## config.mk

```make
export PLATFORM = sky130hd
export DESIGN_NAME = dm_arbiter
export DESIGN_NICKNAME = d
export VERILOG_FILES = /design/src/rtl/dm_arb_pkg.sv /design/src/rtl/dm_arbiter_rr_arb2.sv /design/src/rtl/dm_arbiter.sv
export SDC_FILE = /design/constraint.sdc
export NUM_CORES = 1
export LEC_CHECK = 0
export ABC_AREA = 1
export BUFFER_PORTS_ARGS = -buffer_cell sky130_fd_sc_hd__buf_2
export CORE_AREA = 2 2 104 106
export DETAILED_ROUTE_END_ITERATION = 7
export DIE_AREA = 0 0 106 108
export GPL_TIMING_DRIVEN = 1
export HOLD_SLACK_MARGIN = 0.1
export PLACE_DENSITY = 0.57
export SLEW_MARGIN = 0
export SYNTH_ARGS = -nofsm -noshare
export SYNTH_HDL_FRONTEND = slang
export SYNTH_SLANG_ARGS = --single-unit
```

## constraint.sdc

```tcl
create_clock -name clk -period 1.3 [get_ports clk]
set_clock_uncertainty 0.1 [all_clocks]
set_input_delay 0.065 -clock clk [delete_from_list [all_inputs] [get_ports clk]]
set_output_delay 0.065 -clock clk [all_outputs]
set_load 0.005 [all_outputs]
```

## src/rtl/dm_arb_pkg.sv

```systemverilog
// dm_arb_pkg
// Shared definitions for the data-memory arbiter: port indices, lock state
// encoding, the read-return tag layout and the default lock burst limit.
package dm_arb_pkg;

    localparam logic PORT_CPU = 1'b0;
    localparam logic PORT_DBG = 1'b1;

    localparam int DEFAULT_MAX_LOCK = 16;

    typedef enum logic {
        FREE   = 1'b0,
        LOCKED = 1'b1
    } lock_state_t;

    // Outstanding read: which port gets the data that memory returns next cycle.
    typedef struct packed {
        logic valid;
        logic port;
    } rd_tag_t;

endpackage

```

## src/rtl/dm_arbiter_rr_arb2.sv

```systemverilog
// rr_arb2
// Two-requester round-robin picker. A registered 'last' pointer remembers the
// most recent winner; on a tie the other port wins. A force request overrides
// the rotation, but only when the forced port is actually requesting.
// Ports:
//   clk, rst        clock, asynchronous active-low reset (last resets to port 1)
//   req[1:0]        requests (bit 0 = CPU, bit 1 = debug)
//   force_en        give priority to force_port this cycle
//   force_port      port to favour when force_en is set
//   gnt[1:0]        one-hot grant, combinational
module rr_arb2
    import dm_arb_pkg::*;
(
    input  logic       clk,
    input  logic       rst,
    input  logic [1:0] req,
    input  logic       force_en,
    input  logic       force_port,
    output logic [1:0] gnt
);

    logic last;

    // Winner selection: forced port first, then rotation on ties, else the lone requester.
    always_comb begin
        gnt = 2'b00;
        if (force_en && req[force_port]) begin
            gnt = (force_port == PORT_CPU) ? 2'b01 : 2'b10;
        end else if (req == 2'b11) begin
            gnt = (last == PORT_DBG) ? 2'b01 : 2'b10;
        end else begin
            gnt = req;
        end
    end

    // Resetting to the debug port makes the CPU win the first tie.
    always_ff @(posedge clk or negedge rst) begin
        if (!rst) begin
            last <= PORT_DBG;
        end else if (gnt[1]) begin
            last <= PORT_DBG;
        end else if (gnt[0]) begin
            last <= PORT_CPU;
        end
    end

endmodule

```

## src/rtl/dm_arbiter.sv

```systemverilog
// dm_arbiter
// Shares the single data memory between the CPU load/store path (port 0) and
// an external debug/loader master (port 1). At most one access is granted per
// cycle; the winner drives the memory strobes, address and write data in the
// same cycle, and read data returns one cycle later tagged to its owner.
// Optional feature: define DM_ARB_LOCK_EN to add p1_lock and a lock FSM that
// lets port 1 hold the memory for up to MAX_LOCK consecutive grants, after
// which the CPU is given the next cycle if it is waiting.
// Ports:
//   clk, rst                  clock, asynchronous active-low reset
//   pN_req/we/addr/wdata      requester N access (we=1 write)
//   p1_lock                   (DM_ARB_LOCK_EN only) port 1 burst lock
//   pN_gnt                    request accepted this cycle
//   pN_rvalid, rdata          read return, one cycle after a read grant
//   cpu_stall                 CPU requesting but denied
//   mem_rden/wren/addr/wdata  memory inputs; mem_q memory read data
module dm_arbiter
    import dm_arb_pkg::*;
#(
    parameter int ADDR_W   = 32,
    parameter int DATA_W   = 32,
    parameter int MAX_LOCK = DEFAULT_MAX_LOCK
) (
    input  logic              clk,
    input  logic              rst,
    input  logic              p0_req,
    input  logic              p1_req,
    input  logic              p0_we,
    input  logic              p1_we,
    input  logic [ADDR_W-1:0] p0_addr,
    input  logic [ADDR_W-1:0] p1_addr,
    input  logic [DATA_W-1:0] p0_wdata,
    input  logic [DATA_W-1:0] p1_wdata,
`ifdef DM_ARB_LOCK_EN
    input  logic              p1_lock,
`endif
    output logic              p0_gnt,
    output logic              p1_gnt,
    output logic              p0_rvalid,
    output logic              p1_rvalid,
    output logic [DATA_W-1:0] rdata,
    output logic              cpu_stall,
    output logic              mem_rden,
    output logic              mem_wren,
    output logic [ADDR_W-1:0] mem_addr,
    output logic [DATA_W-1:0] mem_wdata,
    input  logic [DATA_W-1:0] mem_q
);

    if (MAX_LOCK < 1 || MAX_LOCK > 255) begin : g_max_lock_range
        $error("dm_arbiter: MAX_LOCK must be within 1..255");
    end

    logic [1:0] req_vec;
    logic [1:0] gnt;
    logic       force_en;
    logic       force_port;
    rd_tag_t    rd_pend;

    // Requests are masked during reset so every output sits at 0 while rst is low.
    assign req_vec = {p1_req, p0_req} & {2{rst}};

    rr_arb2 u_rr (
        .clk        (clk),
        .rst        (rst),
        .req        (req_vec),
        .force_en   (force_en),
        .force_port (force_port),
        .gnt        (gnt)
    );

`ifdef DM_ARB_LOCK_EN
    localparam logic [7:0] MAX_LOCK_C = 8'(MAX_LOCK);

    lock_state_t state, state_nxt;
    logic [7:0]  cnt, cnt_nxt;
    logic        force_cpu, force_cpu_nxt;
    logic        hold;

    assign hold = p1_req & p1_lock;

    // force_cpu is the one-cycle payback after a burst hit MAX_LOCK.
    always_comb begin
        force_en   = 1'b0;
        force_port = PORT_CPU;
        if (force_cpu) begin
            force_en   = 1'b1;
            force_port = PORT_CPU;
        end else if (state == LOCKED && hold) begin
            force_en   = 1'b1;
            force_port = PORT_DBG;
        end
    end

    // cnt counts port 1 grants in the current burst, including the one that locked.
    always_comb begin
        state_nxt     = state;
        cnt_nxt       = cnt;
        force_cpu_nxt = 1'b0;
        case (state)
            FREE: begin
                if (gnt[1] && p1_lock) begin
                    if (MAX_LOCK_C == 8'd1) begin
                        force_cpu_nxt = 1'b1;
                    end else begin
                        state_nxt = LOCKED;
                        cnt_nxt   = 8'd1;
                    end
                end
            end
            LOCKED: begin
                if (hold) begin
                    if (cnt + 8'd1 == MAX_LOCK_C) begin
                        state_nxt     = FREE;
                        cnt_nxt       = 8'd0;
                        force_cpu_nxt = 1'b1;
                    end else begin
                        cnt_nxt = cnt + 8'd1;
                    end
                end else begin
                    state_nxt = FREE;
                    cnt_nxt   = 8'd0;
                end
            end
            default: begin
                state_nxt = FREE;
                cnt_nxt   = 8'd0;
            end
        endcase
    end

    always_ff @(posedge clk or negedge rst) begin
        if (!rst) begin
            state     <= FREE;
            cnt       <= 8'd0;
            force_cpu <= 1'b0;
        end else begin
            state     <= state_nxt;
            cnt       <= cnt_nxt;
            force_cpu <= force_cpu_nxt;
        end
    end
`else
    assign force_en   = 1'b0;
    assign force_port = PORT_CPU;
`endif

    assign p0_gnt    = gnt[0];
    assign p1_gnt    = gnt[1];
    assign cpu_stall = p0_req & ~gnt[0] & rst;

    // Memory request mux; everything is 0 when nobody is granted.
    always_comb begin
        mem_rden  = 1'b0;
        mem_wren  = 1'b0;
        mem_addr  = '0;
        mem_wdata = '0;
        if (gnt[0]) begin
            mem_rden  = ~p0_we;
            mem_wren  = p0_we;
            mem_addr  = p0_addr;
            mem_wdata = p0_wdata;
        end else if (gnt[1]) begin
            mem_rden  = ~p1_we;
            mem_wren  = p1_we;
            mem_addr  = p1_addr;
            mem_wdata = p1_wdata;
        end
    end

    always_ff @(posedge clk or negedge rst) begin
        if (!rst) begin
            rd_pend <= '0;
        end else begin
            rd_pend.valid <= mem_rden;
            rd_pend.port  <= gnt[1];
        end
    end

    assign p0_rvalid = rd_pend.valid & (rd_pend.port == PORT_CPU);
    assign p1_rvalid = rd_pend.valid & (rd_pend.port == PORT_DBG);
    assign rdata     = rd_pend.valid ? mem_q : '0;

endmodule

```

After elaboration in Yosys (flattened, before gate mapping)
Index checks and enable logic that the tools add are counted.
W data, S select, Z words.
{"block": "totals", "ff_bits": 3, "in_bits": 166, "output_inout_bits": 103, "wordCells": 27}
{"block": "op_classes", "n_eq_ne": 1, "muxes": 13, "n_bitwise": 9, "n_reduce_logical": 1}
{"cell": "$mux W32", "count": 5}
{"cell": "$mux W1", "count": 6}
{"cell": "$and A1 B1 Y1", "count": 4}
{"cell": "$mux W2", "count": 2}
{"cell": "$not A1 Y1", "count": 4}
{"cell": "$and A2 B2 Y2", "count": 1}
{"cell": "$eq A2 B2 Y1 const B", "count": 1}
{"cell": "$reduce_bool A2 Y1", "count": 1}

Longest topological paths before layout
Gate-level depths: netlist of run 1.
{"block": "depth", "depth_word": 6, "mapped_depth": 6, "ltp_nobuf": 4}

By module
A second synthesis of run 1 with hierarchy kept.
{"block": "unflattened", "hier_cells": 320, "hier_area_um2": 1691.6}
{"module": "dm_arbiter", "instances": 1, "cells_per_inst": 303, "area_each_um2": 1580.3, "seq_area_each_um2": 50.0}
{"module": "rr_arb2", "instances": 1, "cells_per_inst": 17, "area_each_um2": 111.4, "seq_area_each_um2": 26.3}

Worst setup path before layout of run 1
No wires, ideal clock.
{"block": "synth_path", "kind": "flip-flop to output port", "startpoint": "register u_rr.last", "endpoint": "output port mem_wdata[22]", "arrival_time_ps": 1044, "required_ps": 1135, "slack_ps": 91, "path_stages_with_launch": 7, "n_path_buf": 2, "cell_sequence": "dfstp_2 > inv_2 > nand2_2 > buf_4 > buf_4 > nand3_1 > nand2_1"}
{"block": "synth_via", "elab_chain_cells": 4}
{"element": "start, declared", "line_no": "dm_arbiter_rr_arb2.sv:22", "source": "logic last;"}
{"element": "start signal, assigned", "line_no": "dm_arbiter_rr_arb2.sv:39", "source": "last <= PORT_DBG;"}
{"element": "start signal, assigned", "line_no": "dm_arbiter_rr_arb2.sv:41", "source": "last <= PORT_DBG;"}
{"element": "start signal, assigned", "line_no": "dm_arbiter_rr_arb2.sv:43", "source": "last <= PORT_CPU;"}
{"element": "$mux W2 (*)", "line_no": "dm_arbiter_rr_arb2.sv:30", "source": "gnt = (last == PORT_DBG) ? 2'b01 : 2'b10;"}
{"element": "$mux W2 (*)", "line_no": "dm_arbiter_rr_arb2.sv:29", "source": "end else if (req == 2'b11) begin"}
{"element": "$mux W32", "line_no": "dm_arbiter.sv:163", "source": "end else if (gnt[1]) begin"}
{"element": "$mux W32 (*)", "line_no": "dm_arbiter.sv:158", "source": "if (gnt[0]) begin"}
{"element": "end, declared", "line_no": "dm_arbiter.sv:46", "source": "output logic [DATA_W-1:0] mem_wdata,"}
Mark *: on every way between the ends. The rest lies on a longest branch, timed or not.

Worst setup path after layout of run 1
{"block": "layout_path", "startpoint": "register u_rr.last", "endpoint": "output port mem_wdata[20]"}
The elaborated chain is that of the path after synthesis.

==> reports/metrics.yaml, run 1 <==
cts:
  cts.htree.levels: 1
  clock_latency_ps: 210
  clkTransAtPathRegs_ps: 40
  cts_tree: "yes"
  clock-sinks: 3
  clk_path_buf_depth: 2
  cts_made_buffers: 3
  cts_root_buf: "clkbuf_8"
sta:
  max_freq_mhz: 637.3
  setup_tns_ps: -14660
  setup_viol: 69
  drv_slew: 0
  worst_pin_slew_ps: 221.5
  fin_crit_ps: 1569
  grt_setup_unrepaired: "true"
  hold_violations: 0
  maxSlewHeadroom_pct: 85.24
  hold_slack_ps: 168.5
  timing.final.crit_share_pct: 120.7
  fin_ws_ps: -269.2
worst_hold_path:
  worstHoldPathType: "in -> async"
place:
  dpl-instance-area_mm2: 0.003153
  dpl.hpwl_um: 6751
  io_buffers: 268
  placed_cells: 699
  place_congestion: 0.7575
power_and_ir_drop:
  p_leak_nw: 2.353
  ir_drop_mv: 0.2425
  powerDensity_mw_per_mm2: 462.7
floorplanning:
  dieWidth_um: 106
  die_h_um: 108
  core_area_mm2: 0.01023
  dieArea_mm2: 0.01145
  num_rows: 37
  initial_core_util_pct: 16.66
  io_pins: 269
worst_setup_path:
  cpLargestDelayFamily: "flip-flops"
  crit_path_start_kind: "flop"
  cp_max_fo: 9
  worst_ep_required_time_ps: 1130
  critPathCaptureType: "output pin"
  crit_arrival_ps: 1400
  crit_chain: "inv_2 -> nand2_8 -> buf_12 -> buf_16 -> nand3_1 -> nand2_1 -> buf_2"
  cpMaxStageDelayCell: "dfstp_2"
  critPathBufInv: 4
  critPathKind: "reg -> out"
  slowest_delay_ps: 540
finish:
  layout-area-overhead-vs-synth_pct: 96.84
  fin_nets: 741
  num_antenna_cells: 0
  layout-drive-gt1-share_pct: 56.45
  fillers: 1141
  stdcell_count: 710
  final_area_mm2: 0.003354
  fin_util_pct: 32.79
yosys:
  netlist_instances: 315
  syn-num-nets: 481
  synth.distinct_cells: 17
  ys_ff_latch: 3
  synth_top_cell_area_share_pct: 29.96
  synth_area_mm2: 0.001704
  avgSynthCellArea_um2: 5.410
  synth_area_leaders: "nand3_1 (30%), nand2_1 (23%), nand3_2 (18%)"
  yosys_warnings: 0
  ys_seq_area_share_pct: 4.479
  synth_top_area_cell: "nand3_1"
global_routing:
  grt_pass1_wl_um: 12820
  antenna_found_initial: 0
  grt_usage_pct: 13.65
  gr-total-overflow: 0
  grt_pass1_vias: 2829
  grt_start_max_net_pins: 36
route:
  wl_per_cell_um: 12.04
  dr.pass1.iters: 4
  drtIter0Drc: 115
  vias: 3084
  vias_per_cell: 4.344
  remaining_drc_errors: 0
  antenna_left: 0
  wl_um: 8546
flow_run:
  maxCapViolations: 0
status:
  outcome: "complete, but fails checks"
  violations: "negative setup slack"
logic make-up (layout without fill, tap and decap cells):
family / count (synthesis) / count (layout) / share of synthesized area, %
AO/OA/AOI/OAI: 2 / 2 / 0.5868
buffers and inverters: 72 / 331 / 23.86
AND/OR/NAND/NOR: 238 / 238 / 71.07
flip-flops: 3 / 3 / 4.479
worst paths after layout:
path	from	end	slack, ps	cells after the start
worst max register to register	u_rr.last	rd_pend[1]	40	4
min in group clk	mem_q[25]	rdata[25]	280	4
max in group asynchronous	rst	u_rr.last	690	2
worst max-delay path	u_rr.last	mem_wdata[20]	-270	7
worst min register to register	u_rr.last	u_rr.last	580	3
worst min-delay path	rst	rd_pend[1]	170	2
worst register-to-register path: cells and delay by family, from the launching register on:
kind / cells / cell delay (ps)
flip-flops: 1 / 540
AND/OR/NAND/NOR: 3 / 310
buffers and inverters: 1 / 200
timing repair:
action | CTS | global route
gates resized for setup | 8 | 1
endpoints found under the setup margin | 69 | 70
buffers inserted | 2 | 0
hold endpoints to repair | 4 | 0
gates cloned | 3 | 0
hold buffers | 3 | 0
Yosys cell counts:
master and n:
buf_2 15, inv_2 2, buf_6 5, buf_4 8, nand2_1 103, dfrtp_1 2, inv_1 37, o21ai_0 1
clkinv_2 1, clkbuf_1 1, a21oi_1 1, nand3_2 30, dfstp_2 1, nand3_1 102, nor2_1 2, nand2_2 1
buf_12 3
cell usage in the layout (no fill, tap or decap), types with 3 or more instances in the layout:
master | Yosys | layout
buf_12 | 3 | 11
buf_2 | 15 | 268
buf_4 | 8 | 3
clkbuf_8 | 0 | 3
dlygate4sd3_1 | 0 | 3
inv_1 | 37 | 37
nand2_1 | 103 | 102
nand3_1 | 102 | 101
nand3_2 | 30 | 31
sequential cells by signal, summed over array words and instances (netlist names):
register	cells
rd_pend	2
u_rr.last	1
cell type report:
cell class / instances / area, µm² / area share, %
tap: 136 / 170.2 / 5.073
multi-input combinational: 240 / 1242 / 37.04
sequential: 3 / 76.32 / 2.275
clock buffer: 4 / 45.04 / 1.343
timing repair buffer: 287 / 1669 / 49.76
inverter: 40 / 151.4 / 4.513
where the power goes:
group	total [mW]	switching, mW	internal, mW
clock	0.284	0.0736	0.210
combinational	1.15	0.579	0.573
sequential	0.115	0.00886	0.107
routing by layer:
metal  share of wire [%]  track usage (%)  wire length (µm)  up-vias
met2                  53            26.91              4491      180
met3                 8.7            3.014               744        6
li1                    -                -                 -     1524
met4                0.64            1.504                55        0
met5                   0                0                 0        -
met1                  38            15.41              3255     1374
metrics by stage:
step	setup WS, ps	total power, mW
2_1_floorplan	91.46	0.6204
3_3_place_gp	-53.48	1.153
3_5_place_dp	-46.64	1.170
4_1_cts	-274.9	1.596
5_1_grt	-352.2	1.692
6_report	-269.2	1.552
No activity file was read; power rests on OpenSTA's default activity.
==> run 2, diff against run 1 <==
--- a/config.mk
+++ b/config.mk
@@ -7,12 +7,12 @@
 export LEC_CHECK = 0
 export ABC_AREA = 1
 export BUFFER_PORTS_ARGS = -buffer_cell sky130_fd_sc_hd__buf_2
-export CORE_AREA = 2 2 104 106
+export CORE_AREA = 2 2 105 107
 export DETAILED_ROUTE_END_ITERATION = 7
-export DIE_AREA = 0 0 106 108
+export DIE_AREA = 0 0 107 109
 export GPL_TIMING_DRIVEN = 1
 export HOLD_SLACK_MARGIN = 0.1
-export PLACE_DENSITY = 0.57
+export PLACE_DENSITY = 0.56
 export SLEW_MARGIN = 0
 export SYNTH_ARGS = -nofsm -noshare
 export SYNTH_HDL_FRONTEND = slang
==> constraint.sdc (replaced) <==
create_clock -name clk -period 2 [get_ports clk]
set_clock_uncertainty 0.1 [all_clocks]
set_input_delay 0.1 -clock clk [delete_from_list [all_inputs] [get_ports clk]]
set_output_delay 0.1 -clock clk [all_outputs]
set_load 0.005 [all_outputs]
==> reports/metrics.yaml, run 2 (synthesis gave the netlist of run 1 again) <==
floorplanning:
  die_h_um: 109
  dieWidth_um: 107
  core_area_mm2: 0.01060
  dieArea_mm2: 0.01166
  num_rows: 38
  initial_core_util_pct: 16.07
  io_pins: 269
finish:
  layout_common_cells: "buf_2 (268), nand2_1 (102), nand3_1 (102)"
  top_register: "rd_pend"
  final_area_mm2: 0.003144
  largest_register_ffs: 2
  final_common_cell: "buf_2"
  fillers: 1265
  largestRegisters: "rd_pend x2, u_rr.last x1"
  layout-drive-gt1-share_pct: 55.65
  fin_nets: 733
  layout-area-overhead-vs-synth_pct: 84.51
  fin_util_pct: 29.66
  num_antenna_cells: 0
route:
  remaining_drc_errors: 0
  vias: 2956
  wl_um: 8148
  wl_per_cell_um: 11.54
  dr.pass1.iters: 4
  antenna_left: 0
  vias_per_cell: 4.187
  drtIter0Drc: 129
worst_setup_path:
  critPathKind: "reg -> reg"
  crit_arrival_ps: 1830
  crit_chain: "nand2_2 -> buf_6 -> nand3_1 -> nand2_1 -> dlygate4sd3_1"
  slowest_delay_ps: 550
  critPathCaptureType: "flop"
  crit_path_start_kind: "flop"
  critPathBufInv: 2
  cpMaxStageDelayCell: "dlygate4sd3_1"
  cp_max_fo: 47
  timing.reg2reg.setup_slack_ps: 170
  worst_ep_required_time_ps: 2000
  cpLargestDelayFamily: "buffers and inverters"
cts:
  cts_tree: "yes"
  clock_latency_ps: 220
  clk_path_buf_depth: 2
  clkTransAtPathRegs_ps: 40
  post_cts_buffers: 0
  cts_root_buf: "clkbuf_8"
  cts_made_buffers: 3
  cts.htree.levels: 1
  clock-sinks: 3
sta:
  setup_viol: 0
  max_freq_mhz: 545.7
  hold_slack_ps: 210.1
  worst_pin_slew_ps: 487.0
  grt_setup_unrepaired: "false"
  hold_violations: 0
  fin_crit_ps: 1833
  drv_slew: 0
  timing.final.crit_share_pct: 91.63
  setup_tns_ps: 0
  maxSlewHeadroom_pct: 67.53
global_routing:
  grt_pass1_wl_um: 11870
  grt_usage_pct: 12.57
  antenna_found_initial: 0
  gr-total-overflow: 0
  grt_pass1_vias: 2546
  grt_start_max_net_pins: 68
place:
  place_congestion: 0.7338
  dpl.hpwl_um: 6384
  io_buffers: 268
  dpl-instance-area_mm2: 0.003065
flow_run:
  maxCapViolations: 0
power_and_ir_drop:
  p_sw_share_pct: 43.86
  p_sw_mw: 0.3953
  ir_drop_mv: 0.1115
  p_seq_share_pct: 8.2
  pwr-share-comb_pct: 71.7
  p_clk_share_pct: 20.1
  powerDensity_mw_per_mm2: 286.6
  p_total_mw: 0.9012
  p_leak_nw: 2.260
  p_int_mw: 0.5060
status:
  outcome: "finished, final reports clean"
worst_hold_path:
  worstHoldPathType: "in -> async"
run 2: cell types whose count changed in the layout (fill, tap and decap cells not counted), sizes merged:
| cell | previous run | this run |
|---|---|---|
| buf | 284 | 276 |
run 2: metal layers:
metal  GRT usage (%)  vias up  wire, µm
met5               0        -         0
met4           1.020        0        32
met3           3.527        4       886
met2           24.93      173      4186
met1           13.72     1268      3042
li1                -     1511         -
run 2: worst paths after layout:
check                      startpoint    endpoint  depth (start not counted)
max                         u_rr.last  rd_pend[1]                          5
min                               rst  rd_pend[1]                          2
max reg2reg                 u_rr.last  rd_pend[1]                          5
min reg2reg                 u_rr.last   u_rr.last                          2
max in group asynchronous         rst   u_rr.last                          2
min in group clk            mem_q[31]   rdata[31]                          4
run 2: timing repair:
action                                  in CTS  in global routing
endpoints found under the setup margin       0                  1
hold endpoints to repair                     4                  0
hold buffers                                 3                  0
gates resized for setup                      0                  1
run 2: cell type report:
| class | instances | area [µm²] | area share, % |
|---|---|---|---|
| Timing Repair Buffer | 279 | 1473 | 46.84 |
| Multi-Input combinational cell | 240 | 1224 | 38.92 |
| Tap cell | 140 | 175.2 | 5.571 |
| Inverter | 40 | 151.4 | 4.815 |
| Sequential cell | 3 | 76.32 | 2.427 |
| Clock buffer | 4 | 45.04 | 1.433 |
run 2: stage by stage:
step / setup slack (ps) / cells
floorplan: 756.5 / 315
global placement: 432.4 / 699
detailed placement: 419.6 / 699
CTS: 29.68 / 706
global route: 54.17 / 706
finish: 167.5 / 706
run 2: power groups by stage:
stage | registers [mW] | logic [mW] | clock network [mW]
2_1_floorplan | 0.0722 | 0.331 | 0
3_3_place_gp | 0.0738 | 0.654 | 0
3_5_place_dp | 0.0744 | 0.650 | 0
4_1_cts | 0.0739 | 0.658 | 0.190
5_1_grt | 0.0745 | 0.729 | 0.196
6_report | 0.0735 | 0.647 | 0.181
